### config.mk
export PLATFORM = sky130hd
export DESIGN_NAME = stopwatch_bcd_counter
export DESIGN_NICKNAME = d
export VERILOG_FILES = /design/src/rtl/stopwatch_bcd_counter_pkg.sv /design/src/rtl/stopwatch_bcd_counter_bcd_digit_cnt.sv /design/src/rtl/stopwatch_bcd_counter.sv
export SDC_FILE = /design/constraint.sdc
export NUM_CORES = 1
export LEC_CHECK = 0
export BUFFER_PORTS_ARGS = -buffer_cell sky130_fd_sc_hd__buf_2
export CORE_UTILIZATION = 47
export DETAILED_ROUTE_END_ITERATION = 8
export PLACE_DENSITY = 0.66
export SYNTH_ARGS = -nofsm -noshare
export SYNTH_HDL_FRONTEND = slang
export SYNTH_HIERARCHICAL = 1
export SYNTH_SLANG_ARGS = --single-unit
### constraint.sdc
create_clock -name i_clk -period 4.4 [get_ports i_clk]
set_input_delay 1.1 -clock i_clk [delete_from_list [all_inputs] [get_ports i_clk]]
set_output_delay 1.1 -clock i_clk [all_outputs]
set_load 0.01 [all_outputs]
### src/rtl/stopwatch_bcd_counter_pkg.sv
// Shared definitions for the stopwatch core and the display selector.
// Holds the one-hot state encodings, the BCD digit limits and the o_data field positions.
// Any block that slices the 24-bit time word should take its field positions from here.
package stopwatch_bcd_counter_pkg;

    typedef enum logic [3:0] {
        ST_IDLE  = 4'b0001,
        ST_RUN   = 4'b0010,
        ST_PAUSE = 4'b0100,
        ST_FULL  = 4'b1000
    } state_t;

    // One-hot bit positions, so status outputs come straight off a single flop
    localparam int ST_RUN_BIT  = 1;
    localparam int ST_FULL_BIT = 3;

    localparam int BCD_MAX_9 = 9;
    localparam int BCD_MAX_5 = 5;

    // LSB positions of each 4-bit digit inside o_data
    localparam int FLD_W        = 4;
    localparam int FLD_CS_ONES  = 0;
    localparam int FLD_CS_TENS  = 4;
    localparam int FLD_SEC_ONES = 8;
    localparam int FLD_SEC_TENS = 12;
    localparam int FLD_MIN_ONES = 16;
    localparam int FLD_MIN_TENS = 20;

endpackage

### src/rtl/stopwatch_bcd_counter_bcd_digit_cnt.sv
// One BCD digit of the stopwatch, counting 0..MAX and wrapping to 0 when it carries.
// Latency: the digit updates on the edge where i_inc is high; o_carry is combinational.
// No backpressure: i_inc is accepted on every cycle it is high.
module bcd_digit_cnt
    import stopwatch_bcd_counter_pkg::*;
#(
    parameter int MAX = BCD_MAX_9
) (
    input  logic       i_clk,
    input  logic       i_rst_n,
    input  logic       i_clr,
    input  logic       i_inc,
    output logic [3:0] o_digit,
    output logic       o_carry
);

    localparam logic [3:0] MAX_D = 4'(MAX);

    logic [3:0] digit;
    logic       at_max;

    // Treat anything at or above MAX as the wrap point so the digit can never leave its legal range
    assign at_max = (digit >= MAX_D);

    // Digit register: clear beats increment
    always_ff @(posedge i_clk) begin
        if (!i_rst_n) begin
            digit <= 4'd0;
        end else if (i_clr) begin
            digit <= 4'd0;
        end else if (i_inc) begin
            digit <= at_max ? 4'd0 : digit + 4'd1;
        end
    end

    assign o_digit = digit;
    assign o_carry = i_inc & at_max;

endmodule

### src/rtl/stopwatch_bcd_counter.sv
// BCD stopwatch core: mm:ss.cc counted from the system clock, start/stop toggle and clear buttons.
// Latency: buttons act on the edge they are sampled; first increment lands CLK_DIV edges after start.
// No backpressure: button pulses are consumed every cycle; a held level toggles every cycle.
module stopwatch_bcd_counter
    import stopwatch_bcd_counter_pkg::*;
#(
    parameter int CLK_DIV = 500000
) (
    input  logic        i_clk,
    input  logic        i_rst_n,
    input  logic        i_btn_start,
    input  logic        i_btn_clear,
    output logic [23:0] o_data,
    output logic        o_running,
    output logic        o_full
);

    localparam int             PW     = $clog2(CLK_DIV);
    localparam logic [PW-1:0]  P_LAST = PW'(CLK_DIV - 1);

    state_t        state;
    state_t        state_nxt;
    logic [PW-1:0] presc;
    logic          tick;
    logic          time_full;
    logic          inc_cs;
    logic          min_tens_carry;

    logic [3:0] cs_ones, cs_tens, sec_ones, sec_tens, min_ones, min_tens;
    logic       c_cs_ones, c_cs_tens, c_sec_ones, c_sec_tens, c_min_ones;

    assign tick      = (state == ST_RUN) && (presc == P_LAST);
    assign time_full = (cs_ones  == 4'(BCD_MAX_9)) && (cs_tens  == 4'(BCD_MAX_9)) &&
                       (sec_ones == 4'(BCD_MAX_9)) && (sec_tens == 4'(BCD_MAX_5)) &&
                       (min_ones == 4'(BCD_MAX_9)) && (min_tens == 4'(BCD_MAX_5));
    // At 59:59.99 the tick moves the FSM to FULL instead of rolling the time over
    assign inc_cs    = tick & ~time_full;

    // Prescaler: runs only in RUN, so a pause keeps the partial tick for the resume
    always_ff @(posedge i_clk) begin
        if (!i_rst_n) begin
            presc <= '0;
        end else if (i_btn_clear) begin
            presc <= '0;
        end else if ((state == ST_IDLE) && i_btn_start) begin
            presc <= '0;
        end else if (state == ST_RUN) begin
            presc <= tick ? '0 : presc + 1'b1;
        end
    end

    // State register
    always_ff @(posedge i_clk) begin
        if (!i_rst_n) begin
            state <= ST_IDLE;
        end else begin
            state <= state_nxt;
        end
    end

    // Next-state logic: clear wins everywhere; saturation beats a coincident stop
    always_comb begin
        state_nxt = state;
        if (i_btn_clear) begin
            state_nxt = ST_IDLE;
        end else begin
            case (state)
                ST_IDLE:  if (i_btn_start) state_nxt = ST_RUN;
                ST_RUN: begin
                    // min_tens_carry only rises if 59:59.99 ever escaped the gating; saturate then too
                    if (tick && (time_full || min_tens_carry)) state_nxt = ST_FULL;
                    else if (i_btn_start)                      state_nxt = ST_PAUSE;
                end
                ST_PAUSE: if (i_btn_start) state_nxt = ST_RUN;
                ST_FULL:  state_nxt = ST_FULL;
                default:  state_nxt = ST_IDLE;
            endcase
        end
    end

    // Status outputs taken from single one-hot state flops
    always_comb begin
        o_running = state[ST_RUN_BIT];
        o_full    = state[ST_FULL_BIT];
    end

    bcd_digit_cnt #(.MAX(BCD_MAX_9)) u_cs_ones (
        .i_clk(i_clk), .i_rst_n(i_rst_n), .i_clr(i_btn_clear),
        .i_inc(inc_cs), .o_digit(cs_ones), .o_carry(c_cs_ones)
    );
    bcd_digit_cnt #(.MAX(BCD_MAX_9)) u_cs_tens (
        .i_clk(i_clk), .i_rst_n(i_rst_n), .i_clr(i_btn_clear),
        .i_inc(c_cs_ones), .o_digit(cs_tens), .o_carry(c_cs_tens)
    );
    bcd_digit_cnt #(.MAX(BCD_MAX_9)) u_sec_ones (
        .i_clk(i_clk), .i_rst_n(i_rst_n), .i_clr(i_btn_clear),
        .i_inc(c_cs_tens), .o_digit(sec_ones), .o_carry(c_sec_ones)
    );
    bcd_digit_cnt #(.MAX(BCD_MAX_5)) u_sec_tens (
        .i_clk(i_clk), .i_rst_n(i_rst_n), .i_clr(i_btn_clear),
        .i_inc(c_sec_ones), .o_digit(sec_tens), .o_carry(c_sec_tens)
    );
    bcd_digit_cnt #(.MAX(BCD_MAX_9)) u_min_ones (
        .i_clk(i_clk), .i_rst_n(i_rst_n), .i_clr(i_btn_clear),
        .i_inc(c_sec_tens), .o_digit(min_ones), .o_carry(c_min_ones)
    );
    bcd_digit_cnt #(.MAX(BCD_MAX_5)) u_min_tens (
        .i_clk(i_clk), .i_rst_n(i_rst_n), .i_clr(i_btn_clear),
        .i_inc(c_min_ones), .o_digit(min_tens), .o_carry(min_tens_carry)
    );

    // Time word is a direct view of the digit flops
    always_comb begin
        o_data                             = '0;
        o_data[FLD_CS_ONES  +: FLD_W]      = cs_ones;
        o_data[FLD_CS_TENS  +: FLD_W]      = cs_tens;
        o_data[FLD_SEC_ONES +: FLD_W]      = sec_ones;
        o_data[FLD_SEC_TENS +: FLD_W]      = sec_tens;
        o_data[FLD_MIN_ONES +: FLD_W]      = min_ones;
        o_data[FLD_MIN_TENS +: FLD_W]      = min_tens;
    end

endmodule

==> impl_metrics.ini <==
[cts]
cts_sinks = 47
postCtsHoldBufs = 0
cts_tree = yes
clock_path_buffers = 2
cts_resized = 0
htreeDepth = 2
cts_root_buf = clkbuf_8
post_cts_buffers = 0
clkTransAtPathRegs_ns = 0.10
cts_buffers = 5
clkLatencyLatePin_ns = 0.31

[die]
fp.dieH_um = 78.3
start_util_pct = 49.1
die_area_um2 = 6130
fp.coreArea_um2 = 5570
die_w_um = 78.3
rows = 27
ios = 30

[finish]
drive_gt1_share_pct = 18.3
area_delta_synth_final_pct = 13.1
multi_input_area_um2 = 1650
num-fill-cells = 524
antenna_cells = 0
fin_nets = 372
ff_latch_area_um2 = 941
design_area_um2 = 3100

[critical_path]
crit_path_start = state[1]
start_kind = register
cp.arrival_ns = 3.88
crit_type = register to register
cp-end-kind = register
critPathRequiredTime_ns = 4.60
path_max_fanout = 8
r2r-start = state[1]

[synthesis]
seq_area_frac_synth_pct = 34.4
synth_fa_ha_area_share_pct = 8.68
synth-async-reset-ratio_pct = 0
synth_top_family_by_area = simple AND/OR/NAND/NOR gates
synth.net_count = 334
synthFlopType = dfxtp_1
synth_cell_types = 46
synth-edff-count = 0
yosys_warnings = 6
syn_avg_cell_area_um2 = 8.80
synth-simple-area-share_pct = 31.8
synth_xor_area_share_pct = 6.08
synthCells = 311
muxShareOfSynthArea_pct = 0
syn-cell-area_um2 = 2740
ys_seq_elements = 47
synth_compound_area_share_pct = 13.8

[place]
io_buffers = 29
gp_congestion = 0.817
place_area_um2 = 2980
place_ws_ns = 0.698
place_hpwl_mm = 4.01

[pwr]
total_power_uw = 779
p_leak_nw = 1.07
powerDensity_nw_per_um2 = 252
ir_worst_vdd_mv = 0.141

[timing]
setup_violations = 0
finalCriticalPeriod_ns = 3.69
finalHoldViolCount = 0
period_share_pct = 83.8
grt_setup_unrepaired = no
setup_ws_ns = 0.713
max_freq_ghz = 0.271
clock_skew_ns = 0.00866
setup_tns_ns = 0
final_max_slew_viol_count = 0
tightest_slew_ns = 0.430
slew_headroom_pct = 71.0
holdWs_ns = 0.492

[route]
drc_errors = 0
drt_iter0_drc = 57
routedWlPerCell_um = 12.9
via_count = 2263
wl_mm = 5.46
ant_nets = 0
first_pass_iters = 4
via_per_inst = 5.36

[min_path]
hold_class = register to register
min-delay-start = presc[1]

[outcome]
status = completed

[global_routing]
antenna_found_initial = 0
gr-total-overflow = 0
first_global_vias = 2128
track_usage_pct = 19.0
grt_max_degree = 17
grt_pass1_wl_mm = 9.44

[flow_run]
max_cap_violations = 0
synthesized netlist by cell type, drive strengths merged, types with 2 or more instances:
cell type,count,area [µm²]
a21oi,22,114
a221oi,2,30.0
a41oi,4,35.0
and2,3,18.8
and2b,2,16.3
and3,2,12.5
and4bb,4,50.0
buf,2,22.5
dfxtp,47,941
ha,19,238
inv,32,120
nand2,28,105
nand2b,15,93.8
nand3,6,42.5
nand3b,2,15.0
nand4,7,58.8
nor2,34,138
nor2b,2,12.5
nor3,10,70.1
nor3b,4,75.1
nor4,2,12.5
nor4b,3,41.3
nor4bb,5,50.1
o2111ai,8,70.1
o211ai,8,60.1
o21ai,8,40.0
or3,2,12.5
or4,2,18.8
xnor2,16,140
xor2,3,26.3
registers in the layout, indices dropped and copies added, names as in the netlist:
signal              cells
u_min_ones/o_digit      4
state                   4
u_cs_ones/o_digit       4
u_min_tens/o_digit      4
u_sec_tens/o_digit      4
u_cs_tens/o_digit       4
presc                  19
u_sec_ones/o_digit      4
cell usage in the layout (no fill, tap or decap), drive strengths merged, types with 2 or more instances in the layout:
cell,netlist,final
buf,2,33
nand4,7,7
nor3b,4,4
nor4bb,5,5
and2,3,3
clkbuf,0,5
o21ai,8,8
nand2,28,28
xor2,3,3
and2b,2,2
xnor2,16,16
or4,2,2
nor3,10,10
a21oi,22,22
nand2b,15,15
inv,32,33
nor4,2,2
o2111ai,8,8
nor2b,2,2
nand3b,2,2
or3,2,2
a221oi,2,2
dfxtp,47,47
and4bb,4,4
nand3,6,6
nor4b,3,3
o211ai,8,8
and3,2,2
ha,19,19
a41oi,4,4
nor2,34,34
worst max-delay path, stage by stage, from the launching register on:
cell and delay [ns]:
dfxtp_1 0.45, nor4b_4 0.32, nand4_4 0.19, or4_4 0.63, nor2_1 0.14, nand2_1 0.08
nor2_2 0.10, nand2_1 0.07, nor2_2 0.10, nand2_1 0.07, nor2_2 0.23, and2_1 0.32
nand2_1 0.10, nor2_2 0.24, and2_1 0.20, or3_1 0.11, a2bb2oi_1 0.14, a21boi_0 0.09
area by class of cell:
class / count / share of cell area [%]
multi-input combinational: 230 / 53.4
inverter: 32 / 3.88
clock buffer: 5 / 2.22
tap: 72 / 2.91
timing repair buffer: 33 / 5.66
sequential: 47 / 30.4
clock inverter: 3 / 1.50
path summary, 6_finish.rpt:
kind | to | slack (ns) | cells after the start
setup reg to reg | state[1] | 0.71 | 17
hold / removal | presc[1] | 0.49 | 2
setup / recovery | state[1] | 0.71 | 17
hold reg to reg | presc[1] | 0.49 | 2
where the power goes:
part           switching (mW)  internal [mW]  leakage [nW]
Combinational          0.0147        0.00727         0.638
Sequential            0.00223          0.426         0.379
Clock                   0.158          0.171        0.0548
per-stage QoR:
stage          utilization [%]  std cells
4_1_cts                   55.5        422
2_1_floorplan                -        311
6_report                  55.5        422
5_1_grt                   55.5        422
3_5_place_dp              53.5        414
3_3_place_gp              53.5        414
logic make-up (layout without fill, tap and decap cells):
family,Yosys count,count (layout)
AOI/OAI and AO/OA,56,56
xor gates and xnor gates,19,19
adders and majority gates,19,19
buffers and inverters,34,73
DFF,47,47
and+or+nand+nor,136,136
metal layers:
layer | share of wire (%) | GRT usage, %
met1 | 51 | 24.8
met2 | 46 | 31.7
met3 | 2.7 | 3.49
met4 | 1.1 | 5.56
met5 | 0 | 0
Note: power is estimated with default switching activity, not from simulation.
